### src/rtl/multiplexor_7seg_n_digitos.sv
// Time-multiplexed driver for an N-digit common-anode 7-segment display.
// Scans one packed-BCD digit per refresh slot, decodes it to active-low
// {a,b,c,d,e,f,g,dp}, applies leading-zero suppression and per-digit decimal
// points, keeps all anodes dark for TIEMPO_MUERTO cycles at each slot start,
// and only samples the inputs at frame boundaries so a frame never tears.
//
// Ports:
//   clk            rising-edge system clock
//   rst_n          asynchronous reset, active-low
//   habilitar      1: scan, 0: display dark and scan held at digit 0
//   suprimir_ceros 1: blank leading zeros (digit 0 is never blanked)
//   cifras         BCD digits, [3:0] = digit 0 (rightmost)
//   puntos         decimal point request per digit, 1 = lit
//   cod7SEG        registered segments {a..g,dp}, active-low
//   anodos         registered digit select, polarity set by ANODO_BAJO
//   fin_trama      one-cycle pulse after the last slot of a frame ends
module multiplexor_7seg_n_digitos #(
  parameter int unsigned N_DIGITOS     = 4,
  parameter int unsigned DIV_REFRESCO  = 50000,
  parameter int unsigned TIEMPO_MUERTO = 500,
  parameter int unsigned ANODO_BAJO    = 1
) (
  input  logic                     clk,
  input  logic                     rst_n,
  input  logic                     habilitar,
  input  logic                     suprimir_ceros,
  input  logic [4*N_DIGITOS-1:0]   cifras,
  input  logic [N_DIGITOS-1:0]     puntos,
  output logic [7:0]               cod7SEG,
  output logic [N_DIGITOS-1:0]     anodos,
  output logic                     fin_trama
);

  localparam int unsigned CW = (DIV_REFRESCO > 1) ? $clog2(DIV_REFRESCO) : 1;
  localparam int unsigned IW = (N_DIGITOS > 1) ? $clog2(N_DIGITOS) : 1;
  localparam logic [CW-1:0] CNT_MAX    = CW'(DIV_REFRESCO - 1);
  localparam logic [IW-1:0] IDX_MAX    = IW'(N_DIGITOS - 1);
  localparam logic [CW-1:0] CNT_MUERTO = CW'(TIEMPO_MUERTO);
  localparam logic [N_DIGITOS-1:0] AN_OFF = (ANODO_BAJO != 0) ? '1 : '0;

  logic [CW-1:0]          cnt_q, cnt_d;
  logic [IW-1:0]          idx_q, idx_d;
  logic [4*N_DIGITOS-1:0] sh_cif_q, sh_cif_d;
  logic [N_DIGITOS-1:0]   sh_pun_q, sh_pun_d;
  logic                   hab_prev_q, hab_prev_d;
  logic [7:0]             cod_q, cod_d;
  logic [N_DIGITOS-1:0]   an_q, an_d;
  logic                   fin_q, fin_d;

  logic                   tick, wrap, carga;
  logic                   run;
  logic [N_DIGITOS-1:0]   cero_lider;
  logic [3:0]             digito;
  logic                   punto, suprimido;
  logic [6:0]             segs;
  logic [N_DIGITOS-1:0]   sel;

  function automatic logic [6:0] seg7(input logic [3:0] v);
    logic [6:0] s;
    case (v)
      4'd0:    s = 7'b0000001;
      4'd1:    s = 7'b1001111;
      4'd2:    s = 7'b0010010;
      4'd3:    s = 7'b0000110;
      4'd4:    s = 7'b1001100;
      4'd5:    s = 7'b0100100;
      4'd6:    s = 7'b0100000;
      4'd7:    s = 7'b0001111;
      4'd8:    s = 7'b0000000;
      4'd9:    s = 7'b0000100;
      default: s = 7'b1111111;
    endcase
    return s;
  endfunction

  always_comb begin
    tick = habilitar && (cnt_q == CNT_MAX);
    wrap = tick && (idx_q == IDX_MAX);

    cnt_d = '0;
    idx_d = '0;
    if (habilitar) begin
      cnt_d = tick ? '0 : cnt_q + 1'b1;
      idx_d = idx_q;
      if (tick) begin
        idx_d = wrap ? '0 : idx_q + 1'b1;
      end
    end

    // Shadow reloads at frame start and on the first enabled edge, so the
    // digit decoded on that same edge already comes from the fresh values.
    hab_prev_d = habilitar;
    carga      = habilitar && (wrap || !hab_prev_q);
    sh_cif_d   = carga ? cifras : sh_cif_q;
    sh_pun_d   = carga ? puntos : sh_pun_q;
    fin_d      = wrap;

    // cero_lider[i]: digits N-1..i are all zero and carry no decimal point.
    cero_lider = '0;
    run        = 1'b1;
    for (int unsigned j = 0; j < N_DIGITOS; j++) begin
      run = run & (sh_cif_d[4*(N_DIGITOS-1-j) +: 4] == 4'd0)
                & ~sh_pun_d[N_DIGITOS-1-j];
      cero_lider[N_DIGITOS-1-j] = run;
    end

    digito    = 4'(sh_cif_d >> {idx_d, 2'b00});
    punto     = 1'(sh_pun_d >> idx_d);
    suprimido = suprimir_ceros && (idx_d != '0) && 1'(cero_lider >> idx_d);
    segs      = suprimido ? 7'b1111111 : seg7(digito);
    cod_d     = habilitar ? {segs, ~punto} : 8'hFF;

    sel  = N_DIGITOS'(1) << idx_d;
    an_d = AN_OFF;
    if (habilitar && (cnt_d >= CNT_MUERTO)) begin
      an_d = (ANODO_BAJO != 0) ? ~sel : sel;
    end
  end

  always_ff @(posedge clk or negedge rst_n) begin
    if (!rst_n) begin
      cnt_q      <= '0;
      idx_q      <= '0;
      sh_cif_q   <= '1;
      sh_pun_q   <= '0;
      hab_prev_q <= 1'b0;
      cod_q      <= 8'hFF;
      an_q       <= AN_OFF;
      fin_q      <= 1'b0;
    end else begin
      cnt_q      <= cnt_d;
      idx_q      <= idx_d;
      sh_cif_q   <= sh_cif_d;
      sh_pun_q   <= sh_pun_d;
      hab_prev_q <= hab_prev_d;
      cod_q      <= cod_d;
      an_q       <= an_d;
      fin_q      <= fin_d;
    end
  end

  assign cod7SEG   = cod_q;
  assign anodos    = an_q;
  assign fin_trama = fin_q;

endmodule

### config.mk
export PLATFORM = sky130hd
export DESIGN_NAME = multiplexor_7seg_n_digitos
export DESIGN_NICKNAME = d
export VERILOG_FILES = /design/src/rtl/multiplexor_7seg_n_digitos.sv
export SDC_FILE = /design/constraint.sdc
export NUM_CORES = 1
export LEC_CHECK = 0
export BUFFER_PORTS_ARGS = -buffer_cell sky130_fd_sc_hd__buf_2
export CAP_MARGIN = 20
export CORE_UTILIZATION = 40
export DETAILED_ROUTE_END_ITERATION = 10
export SETUP_SLACK_MARGIN = 0.02
export SLEW_MARGIN = 30
export SYNTH_ARGS = -nofsm -noshare
export SYNTH_HDL_FRONTEND = slang
export SYNTH_SLANG_ARGS = --single-unit
### constraint.sdc
create_clock -name clk -period 4.1 [get_ports clk]
set_clock_uncertainty 0.05 [all_clocks]
set_input_delay 0.205 -clock clk [delete_from_list [all_inputs] [get_ports clk]]
set_output_delay 0.205 -clock clk [all_outputs]
set_load 0.1 [all_outputs]
==> results.txt, run 1 <==
The worst-skew pair later-pin latency came out at 0.30 ns. The detailed router placed 2139 vias in this run. The tree is rooted in a clkbuf_8.

The gate count of the mapped netlist came out at 267. The number of global-route vias before repair is 2055. The congestion estimate from routability-driven global placement came to 0.8199. The ratio of total power to cell area is 393.7 nW/um^2. TritonCTS built the clock tree. The overall power consumption came out at 1.291 mW. After legalization and detailed placement, the total HPWL measured about 4.5 mm.

The number of top-level design ports is 37. The number of detailed-route iterations in the first pass came out at 4. Post-CTS timing repair inserted 0 buffers for setup. When the netlist entered floorplanning its net count stood at 299. The effective utilization at floorplan is 42.11%. The routed length per instance is 15.05 um.

Port buffering added 36 buffers. The final number of hold-violating endpoints came to 0. STA classifies the critical path startpoint as a register. The DRC violation count after routing came out at 0. The most frequent standard cell in the layout excluding fill and tap cells is buf_2.

The flow ran to the end, and the final reports show no timing, DRC or antenna violations. The die covers approximately 7700 sq um. STA classifies the critical path endpoint as a register.

The number of standard-cell rows in the floorplan is 30. The overall die width is slightly below 90 um. Sequential elements use 45.70% of the synthesized area. The worst-case IR drop observed on VDD is between 200 and 250 uV. The final-layout setup total negative slack came out at 0 ns. The initial antenna violation count came to 0. The total number of clock tree sinks came out at 52.

For this run, the leading register cell type out of synthesis is dfstp_2. The startpoint identified for the worst register-to-register timing path is cnt_q[0]. The startpoint identified for the worst hold timing path is habilitar. The critical path in this run is classified as register to register. The number of pins with negative max-slew slack in the final report came out at 0. A synthesized cell averages 10.95 sq um.

For the worst flop-to-flop path, the logic depth is 11. In this run, synthesis inferred 0 flip-flops with an integrated enable. Setup slack closes at ~0.60 ns. The cell depth of the worst min-delay path came out at 1. Static timing analysis puts the maximum clock frequency at 285.7 MHz. The largest net degree at the start of global routing came out at 53. The pre-CTS worst setup slack came out at 0.6275 ns. The global-route usage over all layers is 17.08%.

The aggregate routed wire length came out at approximately 6.0 mm. The total number of nets in the final design is 335. The global-route wire length before repair is 9.949 mm. The kind of path behind the tightest hold check is input port to register. The number of synthesis warnings is 0. The leakage component of the power came out at 1.394 nW. The final critical path time including I/O delays and setup is 3.500 ns. The number of maximum-capacitance constraint violations came out at 0.

Yosys attributes the largest share of cell area to dfstp_2 25%, dfrtp_1 21%, mux2_2 5.4%. Counting flops and latches in the post-synthesis netlist gives 52. The ratio of routed vias to standard cells came out at between 5 and 6. The data required time of the worst path came out at 4.27 ns. The library cells used most frequently in the layout, excluding fill and tap cells, are 36 x buf_2, 28 x dfstp_2, 24 x nor2_1, 24 x dfrtp_1, 23 x nand2_1. In this run the critical register-to-register path is captured at cod7SEG[2]. The arrival time at the worst endpoint came out at 3.67 ns. The die is approximately 90 um tall. The worst register-to-register path has a setup slack of about 0.6 ns. The slew at the pin closest to its max-slew limit is between 0.6 and 0.7 ns. For hold timing, the worst endpoint is hab_prev_q. The total clock buffers created by CTS came out at 5.

The layout cell share with drive strength beyond 1 is 34.87%. The async set-reset flop share out of synthesis is 100.0%. Along the worst path, the maximum fanout reaches 13. The count of endpoints failing setup in the final report came out at 0.

The number of gates given a new drive strength after cts came out at 0. The number of DRC markers in iteration 0 came out at 78. Global routing finished with a remaining overflow of 0.

The max-slew headroom at the worst pin is 56.90%. The share of the clock period used by the worst path after layout is ~85%. The count of antenna-violating nets left after detailed routing is 0. The area growth from synthesis to layout is 12.11%.

The H-tree was split into 2 levels. The deepest clock path buffer count is 2. The area of the core region is slightly below 7000 sq um. The share of the synthesized area in the top cell type came out at between 20% and 30%.

The number of distinct standard cells referenced by the synthesized netlist is 58. The clock-pin slew on the worst setup and hold paths came out at 0.09 ns. The number of antenna repair diodes came out at 0. Setup repair after global routing left no endpoint under its margin. The biggest area consumer among synthesized cells is dfstp_2. The mapped cell area is 2924 sq um.
## flip-flops by register name (all words and copies together) (netlist names)
register and cells:
cnt_q 16, sh_cif_q 16, idx_q 2, cod7SEG 8, hab_prev_q 1, anodos 4, sh_pun_q 4, fin_trama 1
## power breakdown
| group | switching (mW) | internal (mW) | leakage (nW) |
|---|---|---|---|
| Clock | 0.165 | 0.191 | 0.0627 |
| Sequential | 0.0196 | 0.590 | 0.616 |
| Combinational | 0.238 | 0.0864 | 0.715 |
| Total | 0.423 | 0.868 | 1.39 |
## synthesized netlist by cell type (2+ instances only)
master    number
dfstp_2       28
dfrtp_1       24
nor2_1        24
nand2_1       23
inv_1         14
mux2_2        14
mux2i_1       14
and3_1         9
ha_1           8
nand3_1        8
nor3_1         8
o211ai_1       8
xnor2_1        7
xor2_1         7
or4_1          6
o21ai_0        5
a22oi_1        3
buf_6          3
clkbuf_1       3
nand4_1        3
nor4_1         3
a21oi_1        2
a22oi_2        2
and4b_1        2
buf_12         2
buf_2          2
mux2i_2        2
nand3b_1       2
nor3_2         2
## routing by layer
| metal | global-route usage, % | vias up | routed length [um] |
|---|---|---|---|
| met3 | 2.559 | 4 | 188 |
| li1 | - | 1032 | - |
| met2 | 26.99 | 37 | 2787 |
| met1 | 23.94 | 1066 | 2959 |
| met4 | 5.961 | 0 | 84 |
| met5 | 0 | - | 0 |
## final cells by class
cell class / instances / area (sq um)
flip-flops and latches: 52 / 1336
well taps: 96 / 120.1
multi-input cells: 190 / 1435
clock buffers: 8 / 121.4
repair buffers: 40 / 212.7
inverters: 14 / 52.55
fillers: 648 / 3666
## what timing repair did
| action | 4_1_cts | 5_1_grt |
|---|---|---|
| endpoints found under the setup margin | 0 | 0 |
| endpoints found under the hold margin | 24 | 0 |
| hold buffers | 1 | 0 |
## critical path: stages, from the launching register on
cell	delay, ns
dfrtp_1	0.40
ha_1	0.29
and3_4	0.24
nand4_2	0.20
o22ai_4	0.50
mux2_2	0.42
mux2_2	0.28
mux2i_2	0.35
inv_1	0.19
ha_1	0.24
a21oi_1	0.15
o211ai_1	0.10
## logic make-up (layout without fill, tap and decap cells)
group	after synthesis	in the layout	synth area share, %
AND/OR/NAND/NOR	103	103	19.47
adder cells (fa/ha/maj)	8	8	3.423
multiplexers	33	33	12.79
buffers and inverters	25	62	5.220
XOR/XNOR	14	14	4.193
AO/OA/AOI/OAI	32	32	9.200
flip-flops	52	52	45.70
## worst max path at each step
stage	end	cells after the start	from
global placement	cod7SEG[1]	10	cnt_q[4]
floorplan	cod7SEG[4]	12	cnt_q[0]
finish	cod7SEG[2]	11	cnt_q[0]
CTS	cod7SEG[2]	11	cnt_q[0]
detailed placement	cod7SEG[2]	11	cnt_q[0]
global route	cod7SEG[4]	13	cnt_q[0]
## stage by stage
stage | instances | util (%) | area [sq um] | hold slack, ns
after floorplan | 267 | - | 2924 | -0.1406
after global placement | 391 | 45.32 | 3147 | 0.3097
after detailed placement | 391 | 45.32 | 3147 | 0.3163
after CTS | 400 | 47.21 | 3278 | 0.07881
after global routing | 400 | 47.21 | 3278 | 0.08472
final | 400 | 47.21 | 3278 | 0.08819
No activity file was read; power rests on OpenSTA's default activity.
==> inputs of run 2 (changes only) <==
--- a/config.mk
+++ b/config.mk
@@ -9,8 +9,8 @@
 export CAP_MARGIN = 20
 export CORE_UTILIZATION = 40
 export DETAILED_ROUTE_END_ITERATION = 10
+export PLACE_DENSITY_LB_ADDON = 0.1
 export SETUP_SLACK_MARGIN = 0.02
-export SLEW_MARGIN = 30
 export SYNTH_ARGS = -nofsm -noshare
 export SYNTH_HDL_FRONTEND = slang
 export SYNTH_SLANG_ARGS = --single-unit
==> run 2 against run 1 <==
Die area did not move. Critical path depth is 2 higher. Non-clock buffer count unchanged. Clock-buffer cell count decreased by 1. Total power is 5.7% lower. Critical endpoint is now cod7SEG[4]. Via count fell by 2.2%. Cell count unchanged.
==> results.txt, run 2 (synthesis gave the netlist of run 1 again) <==
The register-to-register path setup slack came out at between 0.6 and 0.7 ns. STA classifies the critical path endpoint as a register. The part of the power in combinational logic is 26.3%. Along the worst path, the maximum fanout reaches 6. Measured along the y axis, the die boundary spans ~88 um. The path class of the tightest hold or removal check is input port to register. Measured in cells, the most critical reg-to-reg path has a length of 13. Data on the critical path arrives at its endpoint at 3.58 ns. 37 I/O pins were placed. The fraction of power consumed by sequential logic is 50.1%. The initial antenna violation count was 0. Setup repair after global routing left no endpoint under its margin. The master cell of the clock root buffer is clkbuf_8. The total number of nets in the final design is 335. Detailed routing inserted a total of between 2000 and 2500 vias.

The library cell used most frequently in the layout, excluding fill and tap cells, is buf_2. The total clock buffers created by CTS is 5. In the layout the commonest cells are 36 x buf_2, 28 x dfstp_2, 24 x nor2_1, 24 x dfrtp_1, 23 x nand2_1. Global routing consumed, over all layers together, between 10% and 20% of the routing resources. The least setup slack across all paths after layout is between 0.6 and 0.7 ns.

The clock-pin slew on the worst setup and hold paths came out at ~0.090 ns. The max-slew headroom at the worst pin came out at between 50% and 60%. The worst-case vdd ir drop is 145.0 uV. The data required time of the worst path is 4.28 ns.

The area growth from synthesis to layout is 10.74%. The most critical setup path has its startpoint at cnt_q[0]. The slew at the pin closest to its max-slew limit is roughly 0.72 ns.

The share of power burned in the clock network came out at 23.6%. Of the available clock period, the critical path in the final layout requires 82.99%. The layout cell share with drive strength beyond 1 came out at 34.21%. The aggregate routed wire length came out at 5.972 mm. The wire-length estimate of the detail-placed layout is around 4.4 mm. The die area is 7656 sq um. The pre-antenna-repair detailed-routing pass consisted of 4 iterations. The count of endpoints failing setup in the final report is 0. The TritonCTS clock tree is built.

The final critical path time including I/O delays and setup is 3.402 ns. Static timing analysis puts the maximum clock frequency at 293.9 MHz. The overall die width came out at 87.50 um. After floorplanning, the core was sized to cover 6944 sq um. The worst register-to-register path begins at cnt_q[0]. The worst-skew pair later-pin latency is 0.30 ns.

The repair_antennas step left the layout with diodes totalling 0. The total overflow reported by the global router came out at 0. The run finished with clean final reports. The worst setup path is of the register to register kind. The cell internal power dissipation is between 0.7 and 0.8 mW. In this run the critical register-to-register path is captured at cod7SEG[4].

The ratio of routed vias to standard cells came out at 5.233. The global placement routability congestion came out at ~0.84. The worst setup path is launched from a register. For this design the static power due to leakage is ~1.4 nW.

The placed standard-cell area came out at around 3100 sq um. The number of maximum-capacitance constraint violations came out at 0. The number of buffers inserted by post-CTS setup repair came out at 0. The count of antenna-violating nets left after detailed routing came out at 0. In the final routed layout, each cell accounts on average for approximately 15 um.

The number of DRC markers in iteration 0 came out at 103. No sink is reached through more buffers than the 2 on the longest clock path. The number of global-route vias before repair was 2064. The DRC violation count after routing came out at 0. The cell area after layout came out at 3238 sq um. The effective utilization at floorplan came out at 42.11%.

The final number of hold-violating endpoints was 0. In this run the power spent charging and discharging nets is 0.4207 mW. The number of pins with negative max-slew slack in the final report came out at 0. Following the worst setup path forward leads to its endpoint at cod7SEG[4].

The final-layout setup total negative slack came out at 0 ns. The global-route wire length before repair is 10.17 mm. The count of input and output buffers is 36.

The ratio of total power to cell area is 375.9 nW/um^2. The number of gates given a new drive strength after cts came out at 0. The deepest level of the CTS H-tree is 2.

In this run switching power makes up around a third of total power. The number of standard-cell rows in the floorplan is 30. The pre-CTS worst setup slack came out at 0.7298 ns. The largest net degree at the start of global routing is 53.

The tree built by TritonCTS fans out to 52 sinks.
## run 2: cell count changes in the layout (fill, tap and decap cells not counted), sizes merged
| cell | before | now |
|---|---|---|
| clkinv | 0 | 1 |
| clkbuf | 8 | 7 |
## run 2: metal layers
| metal | share of wire (%) | GRT usage (%) | up-vias |
|---|---|---|---|
| met5 | 0 | 0 | - |
| met4 | 0.97 | 4.471 | 0 |
| met3 | 2.9 | 3.412 | 6 |
| met2 | 49 | 29.12 | 34 |
| met1 | 47 | 22.82 | 1022 |
| li1 | - | - | 1031 |
## run 2: through the flow
step                      hold slack [ns]  util (%)  power, mW  cells
final                             0.08448     46.63      1.217    400
after CTS                         0.08109     46.63      1.236    400
after global routing              0.08524     46.63      1.286    400
after floorplan                   -0.1406         -     0.8821    267
after detailed placement           0.3203     45.32     0.9420    391
after global placement             0.3151     45.32     0.9423    391
## run 2: cell type report
type,count,area (sq um)
repair buffers,40,212.7
inverters,14,52.55
multi-input cells,190,1435
clock buffers,7,76.32
well taps,96,120.1
flip-flops and latches,52,1336
clock inverters,1,5.005
fillers,662,3706
## run 2: power by group through the flow
stage	sequential (mW)	combinational (mW)	clock (mW)
after floorplan	0.751	0.131	0
after global placement	0.618	0.324	0
after detailed placement	0.619	0.323	0
after CTS	0.610	0.324	0.302
after global routing	0.617	0.345	0.325
final	0.609	0.320	0.288
## run 2: how the worst min path moves through the flow
stage          startpoint           to  slack [ns]  depth (start not counted)
6_report        habilitar   hab_prev_q        0.08                          1
5_1_grt         cifras[1]  sh_cif_q[1]        0.09                          2
4_1_cts         habilitar   hab_prev_q        0.08                          1
3_5_place_dp        rst_n  sh_pun_q[2]        0.32                          2
3_3_place_gp        rst_n  sh_pun_q[2]        0.32                          2
2_1_floorplan       rst_n     cnt_q[0]       -0.14                          0
## run 2: worst max-delay path: stages (launching register included)
cell and delay (ns):
dfrtp_1 0.40, ha_1 0.26, and3_4 0.23, and4_1 0.41, mux2i_1 0.42, nor3_1 0.17, nand2b_1 0.11, o41ai_1 0.08
a221oi_2 0.36, inv_1 0.18, ha_1 0.32, nand3_1 0.08, o21ai_0 0.08, o211ai_1 0.17
## run 2: timing repair
item                                    in CTS  in global routing
hold buffers                                 1                  0
hold endpoints to repair                    24                  0
endpoints found under the setup margin       0                  0
==> inputs of run 3 (changes only) <==
==> constraint.sdc (replaced) <==
create_clock -name clk -period 2.7 [get_ports clk]
set_clock_uncertainty 0.05 [all_clocks]
set_input_delay 0.135 -clock clk [delete_from_list [all_inputs] [get_ports clk]]
set_output_delay 0.135 -clock clk [all_outputs]
set_load 0.1 [all_outputs]
==> run 3 against run 2 <==
The run now ends with setup timing left. Hold slack worse by 0.058 ns. Sequential power rose by 52%. Design area rose by 21%. Clock-buffer cell count shrank 1. Setup slack got worse by 0.81 ns. Die area stayed put.
==> results.txt, run 3 (synthesis gave the netlist of run 1 again) <==
Port buffering added 36 buffers. The least setup slack across all paths after layout came out at -0.1111 ns. The min-delay analysis places its worst path in the category input port to register. The register cell area after layout came out at 1338 sq um. The number of pins with negative max-slew slack in the final report is 0.

The number of top-level design ports is 37. The count of endpoints failing setup in the final report is 7. The total vias in the final route came out at 2305. After clock tree synthesis, the clock-pin slew on the worst setup and hold paths is 0.10 ns.

The deepest level of the CTS H-tree came out at 2. The worst register-to-register path begins at cnt_q[1]. The max-slew headroom at the worst pin came out at 41.47%. The overall die width came out at 87.50 um.

Summing all multi-input logic gate instances after layout gives 1637 sq um. The top cell types in the final layout, fill and taps aside, are 55 x buf_4, 36 x buf_2, 28 x dfstp_2. The master cell of the clock root buffer is clkbuf_8.

The origin of the worst setup path is cnt_q[1]. The element type at the critical path end is a register. The global placement routability congestion is 0.8964. Power spread over the standard cell area amounts to approximately 500 nW/um^2.

The data required time of the worst path came out at about 2.9 ns. The worst-skew pair later-pin latency is a little over 0.3 ns. The aggregate routed wire length came out at 6.654 mm. The leakage component of the power came out at roughly 1.7 nW. The library cell used most frequently in the layout, excluding fill and tap cells, is buf_4. The TritonCTS clock tree is built.

The count of buffer and inverter cells on the critical path is 2. Cells fill 56.43% of the core in the end. The global-route wire length before repair is around 11 mm.

For this run, the total global-route usage over all layers was measured as around a fifth. In this run the deepest clock path goes through 2 buffers. Dividing the detail-routed wire length by the instance count gives 14.53 um.

The final number of hold-violating endpoints is 0. In this run the most critical hold path is launched from puntos[0]. Dividing the detail-routed via count by the number of cells gives 5.033. Hold is met by 0.02643 ns. Among all stages on the critical path, the largest delay is contributed by dfrtp_1. The total number of clock tree sinks is 52.

The number of global-route vias before repair came out at 2275. The share of the clock period used by the worst path after layout came out at 104.1%. The layout cell share with drive strength beyond 1 is 52.21%. For the worst setup path, the data arrival time is 2.99 ns. The number of antenna repair diodes is 0. The effective utilization at floorplan is 42.11%.

The pre-CTS worst setup slack came out at -0.2035 ns. The DRC violation count after routing is 0. The final critical path time including I/O delays and setup came out at 2.811 ns. The half-perimeter wire length after detailed placement came out at 5.108 mm. The total overflow reported by the global router came out at 0. The die covers ~7700 sq um. The area of the core region is 6944 sq um. The checks that failed: setup timing. Along the worst path, the maximum fanout reaches 7. The cell type group with the largest total delay on the critical path is multiplexers. The slew at the pin closest to its max-slew limit came out at 0.8780 ns. The signed area change from the synthesized netlist to the final layout is 34.02%.

Static timing analysis puts the maximum clock frequency at 355.7 MHz. Setup repair after global routing could not meet its margin everywhere. The total clock buffers created by CTS came out at 5. The critical path in this run is classified as register to register. Fill cells in the final layout number about 620. The number of standard-cell rows in the floorplan came out at 30.

The final-layout setup total negative slack came out at -0.5304 ns. The cell that appears most often on the critical path is mux2_2. The number of DRC markers in iteration 0 is 56. The number of maximum-capacitance constraint violations is 0. The worst-case vdd ir drop is 298.6 uV. Walking the worst path, the cells encountered are ha_4 -> and3_4 -> buf_6 -> nand4_4 -> o22ai_4 -> buf_12 -> mux2_2 -> mux2_2 -> mux2i_4 -> ha_2 -> nand3_2 -> o21ai_1 -> o211ai_1.

Entering global routing, the biggest net connects 39 pins. The first detailed-routing pass ran for 4 iterations. The height of the die came out at 87.50 um. The final layout contains 393 nets.

The maximum single-stage delay on the critical path is 0.40 ns. The count of antenna-violating nets left after detailed routing came out at 0. The flow ran to the end, but the final reports show violations. STA classifies the critical path startpoint as a register. The initial antenna violation count came out at 0.
run 3: cell count changes in the layout (fill, tap and decap cells not counted), moves of 3 or more:
cell	change
ha_1	-3
mux2i_1	-5
mux2_4	+4
mux2i_4	+4
buf_4	+52
buf_6	+4
mux2_2	-3
run 3: report_power, final:
group	switching, mW	total (mW)	internal [mW]
clock network	0.257	0.442	0.185
logic	0.384	0.578	0.194
registers	0.0310	0.928	0.897
run 3: area by class of cell:
type	count	share of cell area, %
well taps	96	3.065
clock inverters	2	0.4151
flip-flops and latches	52	34.13
repair buffers	98	17.43
inverters	14	1.341
clock buffers	6	1.852
multi-input cells	190	41.76
run 3: path summary, 6_finish.rpt:
kind / end / slack [ns] / cells after the start
worst max-delay path: cod7SEG[4] / -0.11 / 13
worst min-delay path: sh_pun_q[0] / 0.03 / 2
worst max register to register: cod7SEG[4] / -0.11 / 13
worst min register to register: sh_pun_q[0] / 0.47 / 1
max in group asynchronous: anodos[3] / 1.38 / 3
min in group asynchronous: cnt_q[10] / 0.43 / 2
run 3: what timing repair did:
action,in CTS,in global routing
hold buffers,1,0
hold endpoints to repair,24,0
buffers inserted,5,1
resized for setup,27,5
pin swaps,9,7
setup endpoints to repair,7,8
run 3: metrics by stage:
step	area, sq um	total power, mW	cells
after global placement	3664	1.484	443
after detailed placement	3664	1.485	443
after CTS	3894	1.970	457
after global routing	3919	2.060	458
final	3919	1.948	458
after floorplan	3038	1.347	267
run 3: metal layers:
metal  track usage [%]  vias up  routed length, um
met5                 0        -                  0
li1                  -     1149                  -
met4             3.577        0                 33
met1             28.79     1115               3417
met3             3.602        4                204
met2             29.55       37               2998
